===== config.mk =====
export PLATFORM = sky130hd
export DESIGN_NAME = sdp_ram_stream_reader
export DESIGN_NICKNAME = d
export VERILOG_FILES = /design/src/rtl/sdp_ram_stream_reader.sv
export SDC_FILE = /design/constraint.sdc
export NUM_CORES = 1
export LEC_CHECK = 0
export CORE_ASPECT_RATIO = 0.9
export CORE_MARGIN = 2
export CORE_UTILIZATION = 50
export CTS_CLUSTER_SIZE = 28
export DETAILED_ROUTE_END_ITERATION = 7
export DONT_BUFFER_PORTS = 1
export PLACE_DENSITY = 0.67
export SETUP_SLACK_MARGIN = 0.3
export SYNTH_ARGS = -nofsm -noshare
export SYNTH_HDL_FRONTEND = slang
export SYNTH_SLANG_ARGS = --single-unit
export TNS_END_PERCENT = 5

===== constraint.sdc =====
create_clock -name clk -period 5.8 [get_ports clk]
set_clock_uncertainty 0.05 [all_clocks]
set_input_delay 1.16 -clock clk [delete_from_list [all_inputs] [get_ports clk]]
set_output_delay 1.16 -clock clk [all_outputs]
set_load 0.03 [all_outputs]

===== src/rtl/sdp_ram_stream_reader.sv =====
// Burst read master for an sdp_distributed_ram_m: issues RAM reads for a command
// and re-times the returned words into a valid/ready stream with full backpressure.
module sdp_ram_stream_reader #(
    parameter int ADDR_WIDTH = 8,
    parameter int WORD_WIDTH = 32,
    parameter int RD_LATENCY = 1
) (
    input  logic                  clk,
    input  logic                  rst,
    input  logic                  cmd_valid,
    output logic                  cmd_ready,
    input  logic [ADDR_WIDTH-1:0] cmd_addr,
    input  logic [ADDR_WIDTH:0]   cmd_len,
    output logic [ADDR_WIDTH-1:0] raddr,
    input  logic [WORD_WIDTH-1:0] ram_data,
    output logic                  m_valid,
    input  logic                  m_ready,
    output logic [WORD_WIDTH-1:0] m_data,
    output logic                  m_last,
    output logic                  busy,
    output logic                  done
);

    typedef enum logic [1:0] {IDLE, ISSUE, DRAIN} state_t;

    state_t                state;
    state_t                state_next;
    logic [ADDR_WIDTH:0]   issue_left;
    logic [ADDR_WIDTH:0]   out_left;
    logic [WORD_WIDTH-1:0] buf_mem [2];
    logic                  wr_ptr;
    logic                  rd_ptr;
    logic [1:0]            count;
    logic                  inflight;
    logic                  capture;
    logic                  accept;
    logic                  issue;
    logic                  pop;
    logic                  last_pop;
    logic [2:0]            occupancy;

    assign accept    = cmd_valid && cmd_ready;
    assign m_valid   = (count != 2'd0);
    assign pop       = m_valid && m_ready;
    assign m_data    = buf_mem[rd_ptr];
    assign m_last    = m_valid && (out_left == (ADDR_WIDTH+1)'(1));
    assign last_pop  = pop && m_last;
    assign occupancy = {1'b0, count} + {2'b0, inflight};

    // A pop this cycle frees a slot before any read issued now can land.
    generate
        if (RD_LATENCY == 1) begin : g_lat1
            always_ff @(posedge clk) begin
                if (rst) inflight <= 1'b0;
                else     inflight <= issue;
            end
            assign capture = inflight;
        end else if (RD_LATENCY == 0) begin : g_lat0
            assign inflight = 1'b0;
            assign capture  = issue;
        end else begin : g_bad
            $error("sdp_ram_stream_reader: RD_LATENCY must be 0 or 1");
            assign inflight = 1'b0;
            assign capture  = 1'b0;
        end
    endgenerate

    always_ff @(posedge clk) begin
        if (rst) state <= IDLE;
        else     state <= state_next;
    end

    always_comb begin
        state_next = state;
        cmd_ready  = (state == IDLE);
        busy       = (state != IDLE);
        issue      = (state == ISSUE) && (occupancy < ({2'b0, pop} + 3'd2));
        unique case (state)
            IDLE:    if (accept && (cmd_len != '0)) state_next = ISSUE;
            ISSUE:   if (issue && (issue_left == (ADDR_WIDTH+1)'(1))) state_next = DRAIN;
            DRAIN:   if (last_pop) state_next = IDLE;
            default: state_next = IDLE;
        endcase
    end

    always_ff @(posedge clk) begin
        if (rst) begin
            raddr      <= '0;
            issue_left <= '0;
            out_left   <= '0;
            wr_ptr     <= 1'b0;
            rd_ptr     <= 1'b0;
            count      <= '0;
            done       <= 1'b0;
        end else begin
            done <= last_pop || (accept && (cmd_len == '0));
            if (accept) begin
                raddr      <= cmd_addr;
                issue_left <= cmd_len;
                out_left   <= cmd_len;
            end
            if (issue) begin
                raddr      <= raddr + ADDR_WIDTH'(1);
                issue_left <= issue_left - (ADDR_WIDTH+1)'(1);
            end
            if (capture) begin
                buf_mem[wr_ptr] <= ram_data;
                wr_ptr          <= ~wr_ptr;
            end
            if (pop) begin
                rd_ptr   <= ~rd_ptr;
                out_left <= out_left - (ADDR_WIDTH+1)'(1);
            end
            unique case ({capture, pop})
                2'b10:   count <= count + 2'd1;
                2'b01:   count <= count - 2'd1;
                default: count <= count;
            endcase
        end
    end

endmodule


Word level (Yosys, flattened, before mapping)
Memory sizes are Yosys's and may differ from the RTL's. A register that Yosys moved wholly into a read port is not among the register bits.
Index checks and enable logic that the tools add are counted.
Operators by class
  div/mod/pow operators: 0
  shift operators: 0
  muxes and demuxes: 15
  multiply operators: 0
  reduce and logical (&&, ||, !) cells: 18
  magnitude comparators: 1
  bitwise operators: 2
  $add $sub $neg: 7
  equal/unequal tests: 9
Operators with widths (count)
  9-bit 2-to-1 mux: 3
  9-bit by 1-bit == test with 1-bit output (second input constant): 2
  9-bit by 1-bit subtractor with 9-bit output (second input constant): 2
  8-bit 2-to-1 mux: 2
  2-bit nonzero test: 5
  9-bit zero test: 1
  9-bit nonzero test: 1
  8-bit by 1-bit adder with 8-bit output (second input constant): 1
  1-bit logical AND: 8
  2-bit 2-to-1 mux: 3
  2-bit one-hot mux with 3 select lines: 1
  1-bit 2-to-1 mux: 5
  2-bit by 1-bit == test with 1-bit output (second input constant): 2
  2-bit == test (second input constant): 2
  2-bit by 1-bit != test with 1-bit output (second input constant): 2
  2-bit one-hot mux with 2 select lines: 1
  1-bit by 2-bit adder with 3-bit output (second input constant): 1
  2-bit by 1-bit adder with 3-bit output: 1
  3-bit less-than comparator: 1
  3-bit AND reduction: 1
  2-bit by 1-bit adder with 2-bit output (second input constant): 1
  2-bit zero test: 1
  2-bit != test (second input constant): 1
  1-bit NOT: 2
  2 further kinds: 2
Word-level totals
  bits in writable memories: 64
  bits in read-only memories: 0
  register bits: 34
  memories kept: 1
  latch bits: 0
  output and inout bits: 45
  bits of input ports: 53
  word-level logic and storage cells: 62
Memories
  buf_mem: depth 2, width 32, read ports 1, clocked after memory_dff 1, write ports 1, RTL line 30  | logic [WORD_WIDTH-1:0] buf_mem [2];

Logic depth before layout (Yosys ltp)
  depth in word-level cells: 8
  depth in mapped cells: 8
  depth with buffers taken out: 7

Worst setup path before layout
OpenSTA, ideal clock, no wires.
  path type: input to register
  start: input rst
  end: memory buf_mem[1][0] (enable)
  path slack: 1.511 ns
  path buffers: 1
  cell stages on the path: 2
  data required time: 5.282 ns
  library setup time: 0.468 ns
  data arrival time: 3.771 ns
  cell sequence: clkbuf_1 -> nor3b_1
On the way
  longest elaborated chain between the ends: 2
Ends and longest elaborated chain
  start, declared: RTL line 9  | input logic rst,
  1-bit 2-to-1 mux: RTL line 87  | if (rst) begin
  1-bit 2-to-1 mux (not written as such): RTL line 107  | buf_mem[wr_ptr] <= ram_data;
  end, declared: RTL line 30
Every way passes these cells.

Worst setup path in the final report
  start: register out_left[2]
  end: output m_last
On the way
  longest elaborated chain between the ends: 2
Ends and longest elaborated chain
  start, declared: RTL line 29  | logic [ADDR_WIDTH:0] out_left;
  start signal, assigned: RTL line 100  | out_left <= cmd_len;
  start signal, assigned: RTL line 112  | out_left <= out_left - (ADDR_WIDTH+1)'(1);
  9-bit by 1-bit == test with 1-bit output: RTL line 46  | assign m_last = m_valid && (out_left == (ADDR_WIDTH+1)'(1));
  1-bit logical AND: RTL line 46
  end, declared: RTL line 19  | output logic m_last,
Every way passes these cells.

==> results.toml <==
[outcome]
status = "complete, no violations"

[place]
dp_cells = 415
post-dp-hpwl_um = 5345
placed_area_mm2 = 0.004260
pre_cts_slack_ns = 2.842
place_congestion = 0.8027
io_buffers = 0

[clocking]
root_buffer = "clkbuf_8"
clkSinkCount = 99
insertion_delay_ns = 0.36
numCtsBuffers = 9
cts.repair.resized = 0
cts_setup_buffers = 0
clk_pin_slew_ns = 0.10
cts_tree = "built"
htreeDepth = 3
cts_buffer_depth = 2
hold_buffers = 0

[sta]
worst_pin_slew_ns = 0.8189
setup_slack_ns = 2.425
max_freq_ghz = 0.2963
slew_headroom_pct = 45.41
period_needed_ns = 3.375
hold_viol = 0
fin_hold_ws_ns = 0.4333
final.setup.tns_ns = 0
slew_viol_final = 0
finalSetupViolCount = 0
rsz0062_at_grt = "no"
finalCritPeriodShare_pct = 58.19

[finish]
most-common-layout-cells = "edfxtp_1, dfxtp_1, mux2_2"
fin_nets = 388
fin_cells = 431
layout-drive-gt1-share_pct = 18.67
fillers = 680
area_growth_pct = 6.849
insertedDiodeCount = 0
utilization_pct = 55.16
fin_area_mm2 = 0.004451
final_common_cell = "edfxtp_1"

[yosys]
syn_area_mm2 = 0.004165
ys_seq_area_share_pct = 62.96
syn_nets = 389
syn_inst = 328
synth_ff_type = "edfxtp_1"
synth_edf_count = 64
synth_cell_types = 51
synth-async-reset-ratio_pct = 0
ys_ff_latch = 99
avgSynthCellArea_um2 = 12.70
synth-warning-count = 0

[detailed_routing]
num_vias = 2601
routedWlPerCell_um = 18.39
drt_iter0_drc = 103
wirelength_um = 7925
drtPass1Iterations = 4
ant_nets = 0
avgViaCountPerCell = 6.035
drc = 0

[floorplanning]
row_count = 31
io_pins = 98
floorplan.initialDensity_pct = 51.63
die_w_um = 100.2
die_area_mm2 = 0.009078
die_h_um = 90.59
core-area_mm2 = 0.008068

[critical_path]
endpoint_kind = "output pin"
cp.required_ns = 4.59
critPathSlowestCell = "or4_4"
worstSetupPathType = "register to output pin"
cp.arrival_ns = 2.16
slowest_delay_ns = 0.57
start_kind = "register"
crit_fanout = 6
worstPathCellList = "or4_4 -> nor3_1 -> and4b_1"

[grt]
grt_start_max_net_pins = 39
grt_pass1_wl_um = 12680
groute.usage.overall_pct = 17.90
antenna_found_initial = 0
grt_pass1_vias = 2473
overflow = 0

[power]
ir_drop_mv = 0.2309
leakagePower_nw = 1.462
power_density_mw_per_mm2 = 399.1
finalPower_mw = 1.776

[min_path]
worstHoldPathType = "register to register"

[flow_run]
drv_cap = 0
==> metal layers <==
metal | part of all wire [%] | vias up | track usage [%]
met3 | 7.7 | 11 | 7.121
li1 | - | 1255 | -
met2 | 47 | 84 | 27.35
met4 | 1.0 | 0 | 5.023
met5 | 0 | - | 0
met1 | 45 | 1251 | 23.72
==> cell type report <==
| cell class | count | area, um^2 | area share (%) |
|---|---|---|---|
| Clock buffer | 9 | 123.9 | 2.783 |
| Clock inverter | 7 | 66.31 | 1.490 |
| Inverter | 9 | 33.78 | 0.7591 |
| Multi-Input combinational cell | 205 | 1458 | 32.75 |
| Sequential cell | 99 | 2623 | 58.93 |
| Tap cell | 99 | 123.9 | 2.783 |
| Timing Repair Buffer | 3 | 22.52 | 0.5060 |
==> critical path, delay by kind of cell (launching register included) <==
kind	cells	cell delay (ns)
AND/OR/NAND/NOR	3	1.43
flip-flops	1	0.37
==> path summary, 6_finish.rpt <==
kind | from | endpoint | slack, ns | cells past startpoint
max | out_left[2]$_SDFFE_PP0P_ | m_last | 2.43 | 3
min | out_left[4]$_SDFFE_PP0P_ | out_left[4]$_SDFFE_PP0P_ | 0.43 | 2
max reg2reg | state[1]$_SDFFE_PP0P_ | out_left[7]$_SDFFE_PP0P_ | 3.23 | 6
min reg2reg | out_left[4]$_SDFFE_PP0P_ | out_left[4]$_SDFFE_PP0P_ | 0.43 | 2
==> synthesized netlist by cell type, drive strengths merged (5+ instances only) <==
cell type	instances	share of area (%)
nor3	12	1.4
o21ai	9	1.2
or3	7	1.2
nand3	11	1.3
a31oi	6	0.90
a22oi	5	0.90
edfxtp	64	46
clkbuf	7	0.63
inv	9	0.81
mux2	33	8.9
nand2	17	1.5
ha	8	2.4
buf	8	0.84
a21oi	22	2.6
nor2	20	1.9
dfxtp	35	17
==> cell families (layout without fill, tap and decap cells) <==
family                   Yosys count  count (layout)  share of synthesized area (%)
AO/OA/AOI/OAI                     66              66                          10.39
XOR/XNOR                           4               4                         0.8412
adder cells (fa/ha/maj)            8               8                          2.403
buffers and inverters             24              28                          2.283
flip-flops                        99              99                          62.96
multiplexers                      33              33                          8.922
AND/OR/NAND/NOR                   94              94                          12.20
==> report_power, final <==
group          switching [mW]  total (mW)  leakage (nW)  internal, mW
logic                   0.320       0.487         0.504         0.167
clock network           0.255       0.422        0.0918         0.167
registers              0.0571       0.868         0.866         0.811
==> flip-flops by register name, indices dropped and copies added (netlist names), named ones only <==
signal / count
done: 1
state: 2
issue_left: 9
wr_ptr: 1
raddr: 8
count: 2
rd_ptr: 1
capture: 1
buf_mem: 64
out_left: 9
Power figures use the tool's default switching activity.
